**src/rtl/if_stage.sv**
```systemverilog
// Instruction-fetch stage: owns the fetch PC, the IF/ID register and a one-word hold buffer.
// Talks to a variable-latency instruction memory with at most one request in flight.
module if_stage #(
    parameter logic [31:0] RESET_PC = 32'h0000_0000,
    parameter logic [31:0] NOP_INSN = 32'h0000_0013
) (
    input  logic        clk,
    input  logic        rst_n,
    input  logic        IFWrite,
    input  logic        Branch,
    input  logic        Jump,
    input  logic [31:0] JumpAddr,
    output logic        imem_req,
    output logic [31:0] imem_addr,
    input  logic        imem_ready,
    input  logic        imem_rvalid,
    input  logic [31:0] imem_rdata,
    output logic [31:0] Instruction_id,
    output logic [31:0] PC_id
);

    localparam logic [1:0] S_REQ  = 2'd0;
    localparam logic [1:0] S_WAIT = 2'd1;
    localparam logic [1:0] S_HOLD = 2'd2;

    logic [1:0]  state_r;
    logic [31:0] pc_f_r;
    logic [31:0] rsp_pc_r;
    logic        kill_r;
    logic        pend_r;
    logic [31:0] pend_addr_r;
    logic        hold_valid_r;
    logic [31:0] hold_insn_r;
    logic [31:0] hold_pc_r;
    logic [31:0] insn_id_r;
    logic [31:0] pc_id_r;

    logic        redirect_s;
    logic        rsp_ok_s;
    logic        chain_s;
    logic        req_s;
    logic        accept_s;
    logic [31:0] target_s;

    // Request generation and response qualification.
    always_comb begin
        redirect_s = IFWrite & (Branch | Jump);
        rsp_ok_s   = imem_rvalid & ~kill_r;
        target_s   = JumpAddr & ~32'h0000_0003;
        // A follow-on request is only safe when the returning word cannot end up stuck in a full buffer.
        chain_s    = imem_rvalid & ~redirect_s & (IFWrite | kill_r);
        case (state_r)
            S_REQ:   req_s = 1'b1;
            S_WAIT:  req_s = chain_s;
            S_HOLD:  req_s = 1'b0;
            default: req_s = 1'b0;
        endcase
        accept_s = req_s & imem_ready;
    end

    assign imem_req       = req_s & rst_n;
    assign imem_addr      = pc_f_r;
    assign Instruction_id = insn_id_r;
    assign PC_id          = pc_id_r;

    // Fetch FSM, fetch PC and wrong-path kill tracking.
    always_ff @(posedge clk or negedge rst_n) begin
        if (!rst_n) begin
            state_r     <= S_REQ;
            pc_f_r      <= RESET_PC;
            rsp_pc_r    <= RESET_PC;
            kill_r      <= 1'b0;
            pend_r      <= 1'b0;
            pend_addr_r <= RESET_PC;
        end else begin
            case (state_r)
                S_REQ: begin
                    if (accept_s) begin
                        rsp_pc_r <= pc_f_r;
                        state_r  <= S_WAIT;
                        pend_r   <= 1'b0;
                        if (redirect_s) begin
                            pc_f_r <= target_s;
                            kill_r <= 1'b1;
                        end else if (pend_r) begin
                            pc_f_r <= pend_addr_r;
                        end else begin
                            pc_f_r <= pc_f_r + 32'd4;
                        end
                    end else if (redirect_s) begin
                        // Request must finish at its old address; remember where to go afterwards.
                        pend_r      <= 1'b1;
                        pend_addr_r <= target_s;
                        kill_r      <= 1'b1;
                    end else begin
                        pend_r <= pend_r;
                    end
                end
                S_WAIT: begin
                    if (redirect_s) begin
                        pc_f_r <= target_s;
                        if (imem_rvalid) begin
                            kill_r  <= 1'b0;
                            state_r <= S_REQ;
                        end else begin
                            kill_r <= 1'b1;
                        end
                    end else if (imem_rvalid) begin
                        kill_r <= 1'b0;
                        if (chain_s) begin
                            if (accept_s) begin
                                rsp_pc_r <= pc_f_r;
                                pc_f_r   <= pc_f_r + 32'd4;
                            end else begin
                                state_r <= S_REQ;
                            end
                        end else begin
                            state_r <= S_HOLD;
                        end
                    end else begin
                        kill_r <= kill_r;
                    end
                end
                S_HOLD: begin
                    if (IFWrite) begin
                        state_r <= S_REQ;
                        if (redirect_s) begin
                            pc_f_r <= target_s;
                        end else begin
                            pc_f_r <= pc_f_r;
                        end
                    end else begin
                        state_r <= S_HOLD;
                    end
                end
                default: state_r <= S_REQ;
            endcase
        end
    end

    // IF/ID register and hold buffer.
    always_ff @(posedge clk or negedge rst_n) begin
        if (!rst_n) begin
            insn_id_r    <= NOP_INSN;
            pc_id_r      <= RESET_PC;
            hold_valid_r <= 1'b0;
            hold_insn_r  <= NOP_INSN;
            hold_pc_r    <= RESET_PC;
        end else if (IFWrite) begin
            if (redirect_s) begin
                insn_id_r    <= NOP_INSN;
                hold_valid_r <= 1'b0;
            end else if (hold_valid_r) begin
                insn_id_r    <= hold_insn_r;
                pc_id_r      <= hold_pc_r;
                hold_valid_r <= rsp_ok_s;
                if (rsp_ok_s) begin
                    hold_insn_r <= imem_rdata;
                    hold_pc_r   <= rsp_pc_r;
                end else begin
                    hold_insn_r <= hold_insn_r;
                end
            end else if (rsp_ok_s) begin
                insn_id_r <= imem_rdata;
                pc_id_r   <= rsp_pc_r;
            end else begin
                insn_id_r <= NOP_INSN;
            end
        end else if (rsp_ok_s) begin
            hold_valid_r <= 1'b1;
            hold_insn_r  <= imem_rdata;
            hold_pc_r    <= rsp_pc_r;
        end else begin
            hold_valid_r <= hold_valid_r;
        end
    end

endmodule
```
**config.mk**
```make
export PLATFORM = sky130hd
export DESIGN_NAME = if_stage
export DESIGN_NICKNAME = d
export VERILOG_FILES = /design/src/rtl/if_stage.sv
export SDC_FILE = /design/constraint.sdc
export NUM_CORES = 1
export LEC_CHECK = 0
export CAP_MARGIN = 20
export CORE_AREA = 2 2 190 146
export DETAILED_ROUTE_END_ITERATION = 10
export DIE_AREA = 0 0 192 148
export GPL_TIMING_DRIVEN = 0
export HOLD_SLACK_MARGIN = 0.03
export MAX_ROUTING_LAYER = met4
export PLACE_DENSITY = 0.65
export SYNTH_ARGS = -nofsm -noshare
export SYNTH_HDL_FRONTEND = slang
export SYNTH_SLANG_ARGS = --single-unit
```
**constraint.sdc**
```tcl
create_clock -name clk -period 2.1 [get_ports clk]
set_clock_uncertainty 0.1 [all_clocks]
set_input_delay 0.42 -clock clk [delete_from_list [all_inputs] [get_ports clk]]
set_output_delay 0.42 -clock clk [all_outputs]
set_load 0.01 [all_outputs]
```
==> results of run 1 <==
-- layout make-up --
type                    count  area [um^2]  area share (%)
inverters                  38          146           0.980
well taps                 351          439            2.94
clock buffers              37          721            4.82
clock inverters             9         62.6           0.419
repair buffers            230         2270            15.2
plain buffers              69          499            3.34
flip-flops and latches    219         5520            36.9
multi-input cells         689         5280            35.4
-- power groups by stage --
stage / Sequential, W / Clock [W] / Combinational, W
6_report: 0.00756 / 0.00418 / 0.0113
5_1_grt: 0.00780 / 0.00444 / 0.0120
4_1_cts: 0.00751 / 0.00425 / 0.00958
3_5_place_dp: 0.00766 / 0 / 0.00849
3_3_place_gp: 0.00759 / 0 / 0.00833
2_1_floorplan: 0.00741 / 0 / 0.00511
-- worst max-delay path, stage by stage (launching register included) --
cell     delay, ns
dfrtp_1       0.37
buf_6         0.12
ha_4          0.18
nand2_4       0.07
a21oi_4       0.14
o21a_1        0.16
buf_2         0.14
-- layer usage --
layer,up-vias,global-route usage (%),wire [um]
met2,455,33.2,14600
met4,0,7.10,918
li1,4221,-,-
met3,76,3.58,3020
met5,-,-,0
met1,4605,36.2,15800
-- per-stage QoR --
step | total power, W | utilization, % | setup TNS [ns] | hold slack, ns | setup slack [ns]
after detailed placement | 0.0162 | 48.6 | -193.74 | 0.302 | -1.43
final | 0.0230 | 56.3 | -0.576 | -0.280 | -0.133
after floorplan | 0.0125 | - | -1.18 | 0.0244 | -0.0563
after global routing | 0.0242 | 56.3 | -1.95 | -0.241 | -0.196
after CTS | 0.0214 | 53.8 | -0.508 | -0.271 | -0.114
after global placement | 0.0159 | 48.3 | -2148.31 | 0.363 | -9.81
-- kinds of logic after synthesis --
| group | share of synthesized area, % |
|---|---|
| AO/OA/AOI/OAI | 17.2 |
| XOR/XNOR | 0.978 |
| adder cells (fa/ha/maj) | 0.582 |
| buffers and inverters | 4.20 |
| flip-flops | 51.1 |
| multiplexers | 16.1 |
| other | 0.0349 |
| AND/OR/NAND/NOR | 9.93 |
-- synthesized netlist by cell type (all sizes together) (19+ instances only) --
cell,n,area [um^2]
dfrtp,213,5330
mux2,123,1390
o21ai,93,469
nand2,90,338
clkbuf,54,204
nor2,49,184
a21oi,47,239
inv,38,143
o22ai,36,225
a22oi,34,255
mux2i,34,340
buf,20,105
nand3,19,95.1
-- sequential cells by signal, indices dropped and copies added (netlist names) --
signal,flops
Instruction_id,32
PC_id,30
hold_insn_r,32
hold_pc_r,30
hold_valid_r,1
imem_addr,30
kill_r,1
pend_addr_r,30
pend_r,1
rsp_pc_r,30
state_r,2
-- repair_timing --
action	4_1_cts	5_1_grt
endpoints found under the hold margin	64	64
setup buffers	32	31
resized for setup	145	115
cloned	1	4
pin swaps	7	18
setup endpoints to repair	226	179
-- worst min-delay path by stage --
stage	depth (start not counted)	slack [ns]	end	start
2_1_floorplan	0	0.02	Instruction_id[10]	rst_n
3_3_place_gp	2	0.36	PC_id[9]	PC_id[9]
3_5_place_dp	1	0.30	PC_id[11]	rst_n
4_1_cts	1	-0.27	PC_id[12]	rst_n
5_1_grt	1	-0.24	PC_id[12]	rst_n
6_report	1	-0.28	PC_id[12]	rst_n
==> flow_summary.yaml, run 1 <==
cts:
  clkTransAtPathRegs_ns: 0.06
  cts.htree.levels: 1
  clockBufferDepth: 3
  cts.sinks: 219
  numCtsBuffers: 25
  clk_latency_ns: 0.54
  cts_tree: "yes"
  cts-root-buf: "clkbuf_16"
sta:
  setup_viol: 11
  rsz0062_at_grt: "true"
  fin_ws_ns: -0.133
  relSlewSlack_pct: 49.1
  fmax_mhz: 448
  holdWs_ns: -0.280
  drv_slew: 0
  fin_crit_ns: 2.23
  final_hold_viol_count: 64
  fin_crit_sh_pct: 106
  worst_pin_slew_ns: 0.764
worst_setup_path:
  reg2regPathDepth: 10
  criticalPathCategory: "reg -> out"
  critPathLaunchType: "flop"
  arrival_ns: 1.71
  crit-reg2reg-launch: "state_r[0]"
  crit_start: "state_r[0]"
  crit_end: "imem_req"
  rrSetupSlack_ns: -0.08
  endpoint_kind: "output pin"
  required_ns: 1.58
  critPathMaxFanout: 7
  r2r_end: "imem_addr[31]"
grt:
  grt_usage_pct: 24.0
  grt_max_degree: 81
  antenna_found_initial: 1
  grt-ovfl-total: 0
  grt_pass1_vias: 8945
  grt_pass1_wl_um: 51400
place:
  gp_congestion: 0.968
  io_buffers: 161
  dpl-instance-area_um2: 12900
  placedCellCount: 1534
  dp_hpwl_um: 23300
power:
  cell_internal_pwr_w: 0.0142
  ir_worst_vdd_mv: 0.749
  total_switching_power_w: 0.00881
  seqPwrFrac_pct: 32.8
  pwr-share-clk_pct: 18.2
  combinationalPowerShare_pct: 49.0
  power.density_nw_per_um2: 1540
  p_leak_nw: 6.22
  sw_frac_of_total_pct: 38.3
layout:
  final_area_um2: 14900
  layoutNonFillerInstCount: 1642
  nFillCells: 2314
  synthToLayoutAreaGrowth_pct: 39.0
  final_cell_mix: "dfrtp_1, clkdlybuf4s50_1, mux2_2"
  layout-drive-gt1-share_pct: 31.1
  nets: 1348
  layout_commonest_cell: "dfrtp_1"
  num_antenna_cells: 0
logic_synthesis:
  synth_cells: 1017
  synth_seq_cells: 219
  postSynthAreaPerCell_um2: 10.6
  yosys_warnings: 0
  seq_area_frac_synth_pct: 51.1
  syn_area_um2: 10700
  async_reset_ff_share_pct: 100
  synth-main-ff-cell: "dfrtp_1"
  synth-edff-count: 0
  synth.distinct_cells: 67
floorplanning:
  start_util_pct: 40.5
  ios: 168
  core.rowCount: 52
  core_um2: 26500
  die-area_um2: 28400
  die_h_um: 148
  die_x_um: 192
routing:
  antenna_left: 0
  routed_wl_um: 34300
  vias_per_cell: 5.70
  wl_per_cell_um: 20.9
  firstDrtPassIters: 6
  first_iter_violations: 1104
  drc: 0
  vias: 9357
run_status:
  violations: "hold timing, setup timing"
  status: "finished with violations"
hold_path:
  hp-class: "in -> async"
job:
  cap_violations: 0
(Power assumes the default switching activity.)
==> inputs of run 2 (changes only) <==
- CORE_AREA: 2 2 190 146 -> 2 2 206 157
- DIE_AREA: 0 0 192 148 -> 0 0 208 159
- DONT_BUFFER_PORTS: not set -> 1
- PLACE_DENSITY: 0.65 -> not set
==> run 2 against run 1 <==
  * The flow still finishes with violations (hold timing, setup timing)
  * Utilization shrank 12 points
  * Critical endpoint is now imem_addr[31]
  * Wire length grew 2.9%
  * Combinational power shrank 15%
  * Register-to-register slack lost 0.06 ns
  * Sequential cell count is the same
  * Die area grew 16%
  * Highest routed layer unchanged
==> flow_summary.yaml, run 2 (synthesis results as in run 1) <==
grt:
  grt_max_degree: 221
  grt_usage_pct: 21.2
  grt_pass1_wl_um: 53300
  grt_pass1_vias: 8504
  antenna_found_initial: 1
  grt-ovfl-total: 0
sta:
  fin_ws_ns: -0.144
  fin_crit_ns: 2.24
  relSlewSlack_pct: 46.5
  fmax_mhz: 446
  final_hold_viol_count: 219
  drv_slew: 0
  fin_crit_sh_pct: 107
  worst_pin_slew_ns: 0.803
  rsz0062_at_grt: "true"
  setup_viol: 29
  holdWs_ns: -0.522
run_status:
  status: "finished with violations"
  violations: "hold timing, setup timing"
routing:
  routed_wl_um: 35300
  vias: 8836
  vias_per_cell: 5.64
  wl_per_cell_um: 22.5
  drc: 0
  first_iter_violations: 834
  antenna_left: 0
  firstDrtPassIters: 5
cts:
  clockBufferDepth: 3
  clk_latency_ns: 0.54
  cts.htree.levels: 1
  numCtsBuffers: 24
  clkTransAtPathRegs_ns: 0.06
  hold_buffers: 64
  cts_tree: "yes"
  cts.sinks: 219
  cts-root-buf: "clkbuf_16"
place:
  io_buffers: 0
  gp_congestion: 0.928
  placedCellCount: 1426
  dp_hpwl_um: 23400
hold_path:
  hp-class: "in -> async"
layout:
  synthToLayoutAreaGrowth_pct: 28.9
  post-route-util_pct: 44.8
  nFillCells: 2893
  final_cell_mix: "dfrtp_1, mux2_2, nand2_1"
  multi_input_area_um2: 5410
  layoutNonFillerInstCount: 1567
  seq_area_um2: 5510
  layout-drive-gt1-share_pct: 32.9
  nets: 1222
  layout_commonest_cell: "dfrtp_1"
worst_setup_path:
  critPathMaxFanout: 6
  criticalPathCategory: "reg -> reg"
  required_ns: 2.42
  endpoint_kind: "flop"
  critPathLaunchType: "flop"
  arrival_ns: 2.57
power:
  power.total_w: 0.0218
  power.density_nw_per_um2: 1570
  p_leak_nw: 5.67
  ir_worst_vdd_mv: 0.728
floorplanning:
  core.rowCount: 56
  start_util_pct: 34.7
  die_h_um: 159
  ios: 168
  die-area_um2: 33100
  core_um2: 31000
  die_x_um: 208
job:
  cap_violations: 0
run 2: path summary, 6_finish.rpt:
| path | startpoint | endpoint | slack (ns) | cells after the start |
|---|---|---|---|---|
| setup / recovery | state_r[1] | imem_addr[31] | -0.14 | 11 |
| hold / removal | rst_n | PC_id[2] | -0.52 | 0 |
| setup reg to reg | state_r[1] | imem_addr[31] | -0.14 | 11 |
| max in group asynchronous | rst_n | Instruction_id[1] | 2.10 | 0 |
| hold reg to reg | pend_addr_r[12] | pend_addr_r[12] | 0.40 | 1 |
| min in group clk | imem_rdata[30] | Instruction_id[30] | 0.03 | 2 |
run 2: repair_timing:
item	CTS	global route
pin swaps	32	30
endpoints found under the hold margin	323	219
buffers inserted	20	17
gates resized for setup	152	107
cloned	1	4
setup endpoints to repair	190	149
run 2: where the power goes:
part           switching, W  total [W]  internal (W)
registers           0.00205    0.00816       0.00611
clock network       0.00176    0.00405       0.00229
logic               0.00488    0.00957       0.00468
run 2: critical path: stages (launching register included):
cell      delay (ns)
dfrtp_1         0.39
inv_2           0.11
ha_4            0.18
buf_6           0.13
nor3_4          0.04
a211oi_2        0.20
buf_4           0.17
o311ai_4        0.14
buf_6           0.20
nor2_4          0.17
nand2_2         0.07
o221a_2         0.22
run 2: stage by stage:
| step | area [um^2] | setup TNS [ns] | hold WS, ns | worst slack (ns) |
|---|---|---|---|---|
| after floorplan | 10800 | -1.18 | 0.0244 | -0.0563 |
| after global placement | 11300 | -77.19 | 0.0309 | -0.835 |
| after detailed placement | 11300 | -76.68 | 0.0306 | -0.861 |
| after CTS | 13300 | -1.02 | -0.543 | -0.139 |
| after global routing | 13900 | -3.93 | -0.548 | -0.208 |
| final | 13900 | -1.71 | -0.522 | -0.144 |
run 2: final cells by class:
class / count / share of cell area, %
Antenna cell: 1 / 0.0181
Buffer: 68 / 3.57
Clock buffer: 30 / 4.64
Clock inverter: 10 / 0.677
Inverter: 38 / 1.06
Multi-Input combinational cell: 689 / 39.1
Sequential cell: 219 / 39.8
Tap cell: 406 / 3.67
Timing Repair Buffer: 106 / 7.54
run 2: routing by layer:
metal | share of wire (%) | vias up | global-route usage [%]
met5 | 0 | - | -
met4 | 2.9 | 0 | 6.06
met3 | 9.5 | 75 | 5.66
met2 | 43 | 415 | 30.2
met1 | 44 | 4379 | 29.7
li1 | - | 3967 | -
==> inputs of run 3 (changes only) <==
- GPL_ROUTABILITY_DRIVEN: not set -> 0
==> run 3 against run 2 <==
  * The run still ends with hold timing, setup timing left
  * Setup slack got worse by 0.027 ns
  * Maximum frequency fell by 1.2%
  * Hold slack got worse by 0.0045 ns
  * Final area grew 1.3%
  * Count of clock-buffer cells in the layout up 7
  * Critical path depth is 4 lower
  * Global-route usage decreased by 0.36 points
  * Highest routed layer unchanged
==> flow_summary.yaml, run 3 (synthesis results as in run 1) <==
place:
  dp_hpwl_um: 23200
  dpl-instance-area_um2: 11300
  placedCellCount: 1426
  io_buffers: 0
  place_ws_ns: -0.861
floorplanning:
  core.rowCount: 56
  core_um2: 31000
  start_util_pct: 34.7
  die-area_um2: 33100
  ios: 168
  die_h_um: 159
  die_x_um: 208
worst_setup_path:
  critPathMaxFanout: 7
  endpoint_kind: "flop"
  criticalPathCategory: "reg -> reg"
  critPathLaunchType: "flop"
  crit-reg2reg-launch: "imem_addr[16]"
  required_ns: 2.44
  reg2regPathDepth: 7
  arrival_ns: 2.61
  crit_start: "imem_addr[16]"
power:
  ir_worst_vdd_mv: 0.713
  power.density_nw_per_um2: 1580
  p_leak_nw: 5.77
routing:
  firstDrtPassIters: 5
  routed_wl_um: 35200
  vias: 8928
  drc: 0
  antenna_left: 0
  first_iter_violations: 985
  vias_per_cell: 5.68
  wl_per_cell_um: 22.4
layout:
  nets: 1223
  post-route-util_pct: 45.3
  num_antenna_cells: 0
  final_cell_mix: "dfrtp_1, mux2_2, nand2_1"
  layout-drive-gt1-share_pct: 32.3
  layout_commonest_cell: "dfrtp_1"
  synthToLayoutAreaGrowth_pct: 30.6
  final_area_um2: 14000
  layoutNonFillerInstCount: 1571
cts:
  clk_latency_ns: 0.54
  numCtsBuffers: 24
  clockBufferDepth: 3
  clkTransAtPathRegs_ns: 0.07
  cts.sinks: 219
  cts-root-buf: "clkbuf_16"
  cts.htree.levels: 1
  cts_tree: "yes"
sta:
  fin_ws_ns: -0.171
  setup_viol: 18
  fmax_mhz: 440
  relSlewSlack_pct: 47.1
  fin_crit_sh_pct: 108
  final_hold_viol_count: 219
  holdWs_ns: -0.526
  drv_slew: 0
  rsz0062_at_grt: "true"
  worst_pin_slew_ns: 0.794
  fin_crit_ns: 2.27
grt:
  grt_pass1_vias: 8451
  antenna_found_initial: 0
  grt_usage_pct: 20.9
  grt_pass1_wl_um: 52000
  grt-ovfl-total: 0
  grt_max_degree: 221
run_status:
  status: "finished with violations"
  violations: "hold timing, setup timing"
hold_path:
  hp-class: "in -> async"
job:
  cap_violations: 0
==> run 3: layout make-up <==
cell class,instances,area (um^2)
buffer,68,490
clock buffer,37,749
clock inverter,7,153
fill,2884,16900
inverter,38,146
multi-input combinational,689,5420
sequential,219,5510
tap,406,508
timing repair buffer,107,1060
==> run 3: where the power goes <==
part / total, W / leakage [nW] / switching [W] / internal, W
logic: 0.00936 / 2.64 / 0.00476 / 0.00461
registers: 0.00815 / 2.70 / 0.00204 / 0.00611
clock network: 0.00471 / 0.439 / 0.00176 / 0.00295
==> run 3: final timing paths <==
check / slack [ns] / end
min in group clk: 0.06 / Instruction_id[4]
max in group asynchronous: 1.96 / hold_insn_r[0]
max reg2reg: -0.17 / imem_addr[23]
min: -0.53 / hold_pc_r[14]
min reg2reg: 0.40 / hold_pc_r[3]
max: -0.17 / imem_addr[23]
==> run 3: per-layer routing <==
metal | GRT usage, % | vias to the layer above | wire (um)
met3 | 6.43 | 80 | 3430
met2 | 29.1 | 448 | 15100
met4 | 7.06 | 0 | 1110
li1 | - | 3981 | -
met5 | - | - | 0
met1 | 28.7 | 4419 | 15500
==> run 3: worst max-delay path, cell delays in order (launching register included) <==
cell	delay, ns
dfrtp_2	0.54
nand4_1	0.24
nor4b_4	0.37
buf_4	0.19
nand3_4	0.12
o31ai_1	0.30
a22oi_1	0.11
a31oi_1	0.18
==> run 3: what timing repair did <==
| action | CTS | global route |
|---|---|---|
| setup buffers | 12 | 24 |
| hold endpoints to repair | 321 | 221 |
| pin swaps | 17 | 31 |
| gates resized for setup | 132 | 119 |
| cloned | 1 | 5 |
| endpoints found under the setup margin | 175 | 144 |
| hold buffers | 63 | 2 |
==> run 3: stage by stage <==
step / TNS [ns] / power, W
2_1_floorplan: -1.18 / 0.0125
3_3_place_gp: -74.30 / 0.0146
3_5_place_dp: -79.45 / 0.0148
4_1_cts: -0.881 / 0.0206
5_1_grt: -2.51 / 0.0234
6_report: -1.30 / 0.0222
